`config.mk`:
```
export PLATFORM = sky130hd
export DESIGN_NAME = freq_div_sequencer
export DESIGN_NICKNAME = d
export VERILOG_FILES = /design/src/rtl/freq_div_sequencer_pkg.sv /design/src/rtl/freq_div_sequencer_counter.sv /design/src/rtl/freq_div_sequencer.sv
export SDC_FILE = /design/constraint.sdc
export NUM_CORES = 1
export LEC_CHECK = 0
export BUFFER_PORTS_ARGS = -buffer_cell sky130_fd_sc_hd__clkbuf_2
export CAP_MARGIN = 20
export CORE_UTILIZATION = 46
export CTS_CLUSTER_DIAMETER = 30
export CTS_CLUSTER_SIZE = 25
export DETAILED_ROUTE_END_ITERATION = 8
export PLACE_DENSITY = 0.67
export SETUP_SLACK_MARGIN = 0.4
export SLEW_MARGIN = 20
export SYNTH_ARGS = -nofsm -noshare
export SYNTH_HDL_FRONTEND = slang
export SYNTH_SLANG_ARGS = --single-unit
```
`constraint.sdc`:
```
create_clock -name clk -period 9.45 [get_ports clk]
set_clock_uncertainty 0.2 [all_clocks]
set_input_delay 0.945 -clock clk [delete_from_list [all_inputs] [get_ports clk]]
set_output_delay 0.945 -clock clk [all_outputs]
set_load 0.005 [all_outputs]
```
`src/rtl/freq_div_sequencer_pkg.sv`:
```
// Shared definitions for the divider sequencer: state encoding and nibble geometry.
package freq_div_sequencer_pkg;

    localparam int NIBBLE_W  = 4;
    localparam int MIN_RATIO = 2;

    typedef enum logic [1:0] {
        IDLE = 2'd0,
        LOAD = 2'd1,
        RUN  = 2'd2,
        PEND = 2'd3
    } state_t;

endpackage

```
`src/rtl/freq_div_sequencer_counter.sv`:
```
// Reference down-counter mirroring the divider chain: loadable, stops at zero, flags zero.
module div_ref_counter #(
    parameter int CNT_W = 8
) (
    input  logic             clk,
    input  logic             rst,
    input  logic             load,
    input  logic [CNT_W-1:0] load_val,
    input  logic             dec,
    output logic [CNT_W-1:0] count,
    output logic             zero
);

    // NOTE: state is updated with non-blocking assignments so every flop samples pre-edge values.
    always_ff @(posedge clk or posedge rst) begin
        if (rst) begin
            count <= '0;
        end else if (load) begin
            count <= load_val;
        end else if (dec && (count != '0)) begin
            count <= count - 1'b1;
        end
    end

    assign zero = (count == '0);

endmodule

```
`src/rtl/freq_div_sequencer.sv`:
```
// Sequencer for the cascaded two-nibble divider: ratio handshake, terminal-count ratio swap,
// preset/load strobes, tick and registered divided output.
module freq_div_sequencer
    import freq_div_sequencer_pkg::*;
#(
    parameter int CNT_W     = 8,
    parameter int DEF_RATIO = 16
) (
    input  logic                clk,
    input  logic                rst,
    input  logic                run_en,
    input  logic [CNT_W-1:0]    cfg_ratio,
    input  logic                cfg_valid,
    output logic                cfg_ready,
    output logic                err_ratio,
    output logic [CNT_W-1:0]    ratio_active,
    output logic                busy,
    output logic                load_pulse,
    output logic [NIBBLE_W-1:0] preset_lo,
    output logic [NIBBLE_W-1:0] preset_hi,
    output logic                cnt_dn,
    output logic                div_tick,
    output logic                div_out
);

    state_t           state_q, state_d;
    logic [CNT_W-1:0] ratio_d, pending_q, pending_d;
    logic [CNT_W-1:0] count, load_val, reload_ratio, count_next;
    logic             zero, running, at_tc, xfer, ratio_ok, div_d;

    assign running  = (state_q == RUN) || (state_q == PEND);
    assign at_tc    = running && zero;
    assign xfer     = cfg_valid && cfg_ready;
    assign ratio_ok = (cfg_ratio >= CNT_W'(MIN_RATIO));
    assign load_val = reload_ratio - 1'b1;

    div_ref_counter #(.CNT_W(CNT_W)) u_ref_cnt (
        .clk      (clk),
        .rst      (rst),
        .load     (load_pulse),
        .load_val (load_val),
        .dec      (running),
        .count    (count),
        .zero     (zero)
    );

    always_ff @(posedge clk or posedge rst) begin
        if (rst) begin
            state_q <= IDLE;
        end else begin
            state_q <= state_d;
        end
    end

    // NOTE: every always_comb output gets a default first so no path can infer a latch.
    always_comb begin
        state_d   = state_q;
        ratio_d   = ratio_active;
        pending_d = pending_q;
        case (state_q)
            IDLE: begin
                if (xfer && ratio_ok) ratio_d = cfg_ratio;
                if (run_en) state_d = LOAD;
            end
            LOAD: begin
                state_d = RUN;
                if (xfer && ratio_ok) begin
                    pending_d = cfg_ratio;
                    state_d   = PEND;
                end
            end
            RUN: begin
                // Stopping at terminal count: there is no period left to protect, apply directly.
                if (at_tc && !run_en) begin
                    state_d = IDLE;
                    if (xfer && ratio_ok) ratio_d = cfg_ratio;
                end else if (xfer && ratio_ok) begin
                    pending_d = cfg_ratio;
                    state_d   = PEND;
                end
            end
            PEND: begin
                if (at_tc) begin
                    ratio_d = pending_q;
                    state_d = run_en ? RUN : IDLE;
                end
            end
            default: state_d = IDLE;
        endcase
    end

    always_comb begin
        reload_ratio = ratio_active;
        load_pulse   = 1'b0;
        case (state_q)
            LOAD: load_pulse = 1'b1;
            RUN:  load_pulse = at_tc && run_en;
            PEND: begin
                if (at_tc) reload_ratio = pending_q;
                load_pulse = at_tc && run_en;
            end
            default: load_pulse = 1'b0;
        endcase
        busy      = (state_q != IDLE);
        cnt_dn    = busy;
        cfg_ready = (state_q != PEND);
        div_tick  = at_tc;
        preset_lo = load_val[NIBBLE_W-1:0];
        preset_hi = load_val[2*NIBBLE_W-1:NIBBLE_W];
    end

    // div_out is computed from next-cycle count/ratio so the register lines up with the count.
    always_comb begin
        count_next = count;
        if (load_pulse) begin
            count_next = load_val;
        end else if (running && !zero) begin
            count_next = count - 1'b1;
        end
        div_d = ((state_d == RUN) || (state_d == PEND)) && (count_next >= (ratio_d >> 1));
    end

    always_ff @(posedge clk or posedge rst) begin
        if (rst) begin
            ratio_active <= CNT_W'(DEF_RATIO);
            pending_q    <= '0;
            err_ratio    <= 1'b0;
            div_out      <= 1'b0;
        end else begin
            ratio_active <= ratio_d;
            pending_q    <= pending_d;
            err_ratio    <= xfer && !ratio_ok;
            div_out      <= div_d;
        end
    end

endmodule

```
**Word-level counts from Yosys, hierarchy flattened**

Cells that the tools add are included.

- Word-level logic and storage cells: 63
- Output and inout port bits: 23
- Register bits: 28
- Bits of input ports: 12

- Add/subtract/negate cells: 2
- Order comparisons: 2
- Reductions and logical operators: 24
- Equality and inequality tests: 8
- Multiplexer cells: 20

Operators by type and width:

| kind | count |
|---|---|
| $mux W8 | 10 |
| $pmux W8 S3 | 1 |
| $pmux W8 S2 | 1 |
| $sub A8 B1 Y8 const B | 2 |
| $mux W2 | 5 |
| $logic_and A1 B1 Y1 | 9 |
| $eq A2 B2 Y1 const B | 4 |
| $ge A8 B2 Y1 const B | 1 |
| $ge A8 B7 Y1 | 1 |
| $logic_not A8 Y1 | 1 |
| $pmux W2 S4 | 1 |
| $reduce_bool A8 Y1 | 1 |
| $reduce_bool A2 Y1 | 3 |
| $ne A2 B2 Y1 const B | 2 |
| $reduce_and A2 Y1 | 2 |
| $logic_not A1 Y1 | 3 |
| $reduce_bool A3 Y1 | 1 |
| $eq A2 B1 Y1 const B | 1 |
| $logic_not A2 Y1 | 1 |
| $logic_or A1 B1 Y1 | 2 |
| $ne A2 B1 Y1 const B | 1 |
| $pmux W1 S2 | 1 |
| $reduce_or A2 Y1 | 1 |
| $mux W1 | 1 |

**Longest topological paths before layout**

- Depth in word-level cells: 9
- Mapped depth: 17
- Mapped depth without buffers: 17

**Modules after synthesis**

From an unflattened synthesis, not the netlist that was laid out.

- Cells, all modules: 272
- Area total of the unflattened synthesis: 2379.8 um^2

By module, submodules not included:

| module | area an instance (um^2) | cells an instance | times used | seq. area each (um^2) |
|---|---|---|---|---|
| freq_div_sequencer | 1884.3 | 219 | 1 | 501.7 |
| div_ref_counter | 495.5 | 53 | 1 | 200.2 |

**Worst setup path before layout**

No wires, ideal clock.

- Kind: reg2reg
- From: reg u_ref_cnt.count[0]
- To: reg div_out
- Path slack: 5.760 ns
- Setup time: 0.069 ns
- Arrival: 3.420 ns
- Cell stages (with the launch flop): 18
- Clock period less this slack: 3.690 ns
- Path buffers: 0
- Required time: 9.181 ns
- Cell sequence: dfrtp_1 inv_1 ha_1 or3b_2 nor2_4 and3_1 a21oi_1 ha_1 nor3b_1 nand2_1 xor2_1 mux2i_1 a221o_1 ha_1 o2111a_1 o31ai_1 a31o_2 nand3_1

- Longest elaborated chain between the ends: 8
- Elaborated cells on any way between the ends: 23
- Those cells by class: 2 x add/sub; 1 x order compare; 2 x eq/ne; 10 x mux; 8 x reduce/logical

RTL lines:

| item | RTL line | RTL |
|---|---|---|
| start: declaration | freq_div_sequencer_counter.sv:10 | `output logic [CNT_W-1:0] count,` |
| start signal: assignment | freq_div_sequencer_counter.sv:19 | `count <= load_val;` |
| start signal: assignment | freq_div_sequencer_counter.sv:21 | `count <= count - 1'b1;` |
| $logic_not A8 Y1 | freq_div_sequencer_counter.sv:25 | `assign zero = (count == '0);` |
| $logic_and A1 B1 Y1 | freq_div_sequencer.sv:32 | `assign at_tc = running && zero;` |
| $mux W8 | freq_div_sequencer.sv:83 | `if (at_tc) begin` |
| $mux W8 | freq_div_sequencer.sv:95 | `case (state_q)` |
| $sub A8 B1 Y8 | freq_div_sequencer.sv:35 | `assign load_val = reload_ratio - 1'b1;` |
| via preset_lo[0] | freq_div_sequencer.sv:19 | `output logic [NIBBLE_W-1:0] preset_lo,` |
| $mux W8 | freq_div_sequencer.sv:115 | `if (load_pulse) begin` |
| $ge A8 B7 Y1 | freq_div_sequencer.sv:120 | `div_d = ((state_d == RUN) \|\| (state_d == PEND)) && (count_next >= (ratio_d >> 1));` |
| $logic_and A1 B1 Y1 | freq_div_sequencer.sv:120 |  |
| via div_d | freq_div_sequencer.sv:29 | `logic zero, running, at_tc, xfer, ratio_ok, div_d;` |
| end signal: assignment | freq_div_sequencer.sv:133 | `div_out <= div_d;` |
| end: declaration | freq_div_sequencer.sv:23 | `output logic div_out` |

The timed path passes the listed nets, and every way through them passes these cells. The select of a mux whose other input is x is not followed.
A chain may end at the register's enable or synchronous reset.

**Worst setup path after layout**

- From: reg state_q[0]
- To: out preset_hi[2]

- Longest elaborated chain between the ends: 6
- Elaborated cells on any way between the ends: 7
- Those cells by class: 1 x add/sub; 2 x eq/ne; 2 x mux; 2 x reduce/logical

RTL lines:

| item | RTL line | RTL |
|---|---|---|
| start: declaration | freq_div_sequencer.sv:26 | `state_t state_q, state_d;` |
| start signal: assignment | freq_div_sequencer.sv:51 | `state_q <= state_d;` |
| $eq A2 B2 Y1, on equally long branches | freq_div_sequencer.sv:31, freq_div_sequencer.sv:95 |  |
| $logic_or A1 B1 Y1 | freq_div_sequencer.sv:31 | `assign running = (state_q == RUN) \|\| (state_q == PEND);` |
| $logic_and A1 B1 Y1 | freq_div_sequencer.sv:32 |  |
| $mux W8 | n/a |  |
| $mux W8 * | freq_div_sequencer.sv:95 |  |
| $sub A8 B1 Y8 * | freq_div_sequencer.sv:35 |  |
| end: declaration | freq_div_sequencer.sv:20 | `output logic [NIBBLE_W-1:0] preset_hi,` |

Mark *: on every way between the ends. The rest lies on a longest branch, timed or not.

==> out/qor.yml <==
gp_congestion: 0.874
track_usage: 0.247
clock_tree.buffer_depth: 2
fp.dieH_um: 70.2
die_w_um: 70.2
powerDensity_nw_per_um2: 123
synth_edf_count: 0
avgSynthCellArea_um2: 9.85
portBuffers: 34
synthCells: 217
first_pass_iters: 4
r2r_start: "state_q[0]$_DFF_PP0_"
tns_ps: 0
grt_pass1_vias: 1889
drc: 0
tightest_slew_ps: 623
grt_first_pass_wirelength_mm: 9.56
synth_cell_types: 56
vias: 1871
gr-total-overflow: 0
fillers: 414
core_area_um2: 4410
cts-root-buf: "clkbuf_8"
power_leakage_nw: 1.08
antenna_left: 0
path_class: "reg -> out"
clk_latency_ps: 280
synth_ff_type: "dfrtp_1"
fmax_ghz: 0.208
yosysWarnings: 0
grt_max_degree: 29
antenna_found_initial: 0
dr.first_iter.drc_count: 175
crit_start: "state_q[0]$_DFF_PP0_"
status: "finished, final reports clean"
finalHoldViolCount: 0
post_drt_wl_per_cell_um: 19.0
final.period_utilization: 0.509
ir_worst_vdd_mv: 0.0782
start_util: 0.484
layout_min_cycle_time_ps: 4810
crit_arrival_ps: 3660
fin_nets: 268
cts-hold-fix-buffers: 0
h-tree-depth: 1
crit_path_end_kind: "output port"
vias_per_cell: 6.30
ys_seq_elements: 28
routed_wl_mm: 5.65
final_util: 0.539
cap_violations: 0
post-cts-setup-buffers: 0
clock-sinks: 28
cp_data_required_time_ps: 8310
layout_common_cells: "clkbuf_2 (34), dfrtp_1 (27), nor2_1 (13), mux2i_1 (13), o21ai_0 (13)"
setup_viol: 0
syn-cell-area_um2: 2140
hp-start: "pending_q[0]$_DFFE_PP0P_"
syn_to_final_growth_pct: 11.2
cts_tree: "built"
drive_gt1_frac: 0.273
path_clk_slew_ps: 100
ctsResizeCount: 0
slew_violations: 0
grt_setup_unrepaired: "false"
mostFrequentLayoutCell: "clkbuf_2"
worstSetupStartpointType: "flop"
yosysSeqAreaShare: 0.328
cp_max_fo: 15
min_path_type: "reg -> reg"
num_antenna_cells: 0
die_area_um2: 4930
placementRows: 24
p_total_mw: 0.293
ios: 35
async_flop_share: 1.00
maxSlewHeadroom: 0.585
synth_fp_nets: 239
cts_made_buffers: 3
dp.final_hpwl_mm: 4.38
flip-flops by register name (all words and copies together) (netlist names):
| register | flops |
|---|---|
| ratio_active | 8 |
| err_ratio | 1 |
| state_q | 2 |
| div_out | 1 |
| pending_q | 8 |
| u_ref_cnt.count | 8 |
kinds of logic (layout without fill, tap and decap cells):
family / count (synthesis) / count (layout) / synth area share
AO/OA/AOI/OAI: 63 / 63 / 0.241
XOR/XNOR: 9 / 9 / 0.0369
adder cells (fa/ha/maj): 10 / 10 / 0.0585
buffers and inverters: 23 / 51 / 0.0544
flip-flops: 28 / 28 / 0.328
multiplexers: 24 / 24 / 0.121
AND/OR/NAND/NOR: 60 / 60 / 0.160
layout make-up:
type | instances | area, µm² | area share
Multi-Input combinational cell | 166 | 1320 | 0.555
Sequential cell | 28 | 702 | 0.295
Timing Repair Buffer | 34 | 170 | 0.0716
Tap cell | 52 | 65.1 | 0.0274
Inverter | 13 | 48.8 | 0.0205
Clock buffer | 3 | 41.3 | 0.0174
Clock inverter | 1 | 30.0 | 0.0126
metrics by stage:
step	setup WS (ps)	std cells	area, µm²	hold slack [ps]
final	4640	297	2380	358
after floorplan	5760	217	2140	287
after global placement	5140	293	2310	338
after detailed placement	4970	293	2310	325
after global routing	4310	297	2380	384
after CTS	4660	297	2380	352
synth_stat cells (2+ instances only):
master | number | area, µm²
xor2_1 | 4 | 35.0
xnor2_1 | 5 | 43.8
buf_4 | 2 | 15.0
dfrtp_1 | 27 | 676
nor3_1 | 5 | 25.0
buf_2 | 3 | 15.0
inv_1 | 11 | 41.3
a22oi_1 | 3 | 22.5
a21oi_1 | 10 | 50.1
mux2i_1 | 13 | 130
and3_1 | 2 | 12.5
o221ai_1 | 2 | 17.5
or4_1 | 3 | 22.5
a221oi_1 | 4 | 35.0
o41ai_1 | 2 | 17.5
ha_1 | 10 | 125
or2_2 | 2 | 12.5
nand4_1 | 3 | 18.8
o21ai_0 | 13 | 65.1
nand3_1 | 4 | 20.0
inv_2 | 2 | 7.51
mux2_2 | 10 | 113
and2_1 | 2 | 12.5
buf_6 | 2 | 22.5
nor4_1 | 3 | 18.8
clkbuf_1 | 2 | 7.51
nor3b_1 | 6 | 45.0
nand2_1 | 10 | 37.5
a221o_1 | 12 | 120
a31o_2 | 2 | 17.5
nor2_1 | 13 | 48.8
critical path, stage by stage, from the launching register on:
cell	delay [ps]
dfrtp_1	750
and2_0	390
nand3_1	500
a21oi_1	440
ha_1	250
nor3b_1	320
nand2_1	110
xor2_1	150
mux2i_1	270
clkbuf_2	180
per-layer routing:
metal,vias up,global-route usage,wire length (µm)
met5,-,0,0
met2,56,0.387,2580
met4,0,0.0911,153
met3,12,0.0231,287
li1,891,-,-
met1,912,0.353,2630
power breakdown:
group          total (mW)  internal, mW  switching (mW)  leakage (nW)
clock network      0.0978        0.0568          0.0410        0.0357
logic              0.0429        0.0230          0.0199         0.715
registers           0.152         0.133          0.0196         0.330
final timing paths:
check                                           end  slack [ps]  cells past startpoint
max in group asynchronous      state_q[0]$_DFF_PP0_        8150                      2
min                        pending_q[0]$_DFFE_PP0P_         360                      1
min in group asynchronous  pending_q[1]$_DFFE_PP0P_         500                      2
max reg2reg                       div_out$_DFF_PP0_        4900                     14
max                                    preset_hi[2]        4640                      9
min reg2reg                pending_q[0]$_DFFE_PP0P_         360                      1
Note: power is estimated with default switching activity, not from simulation.
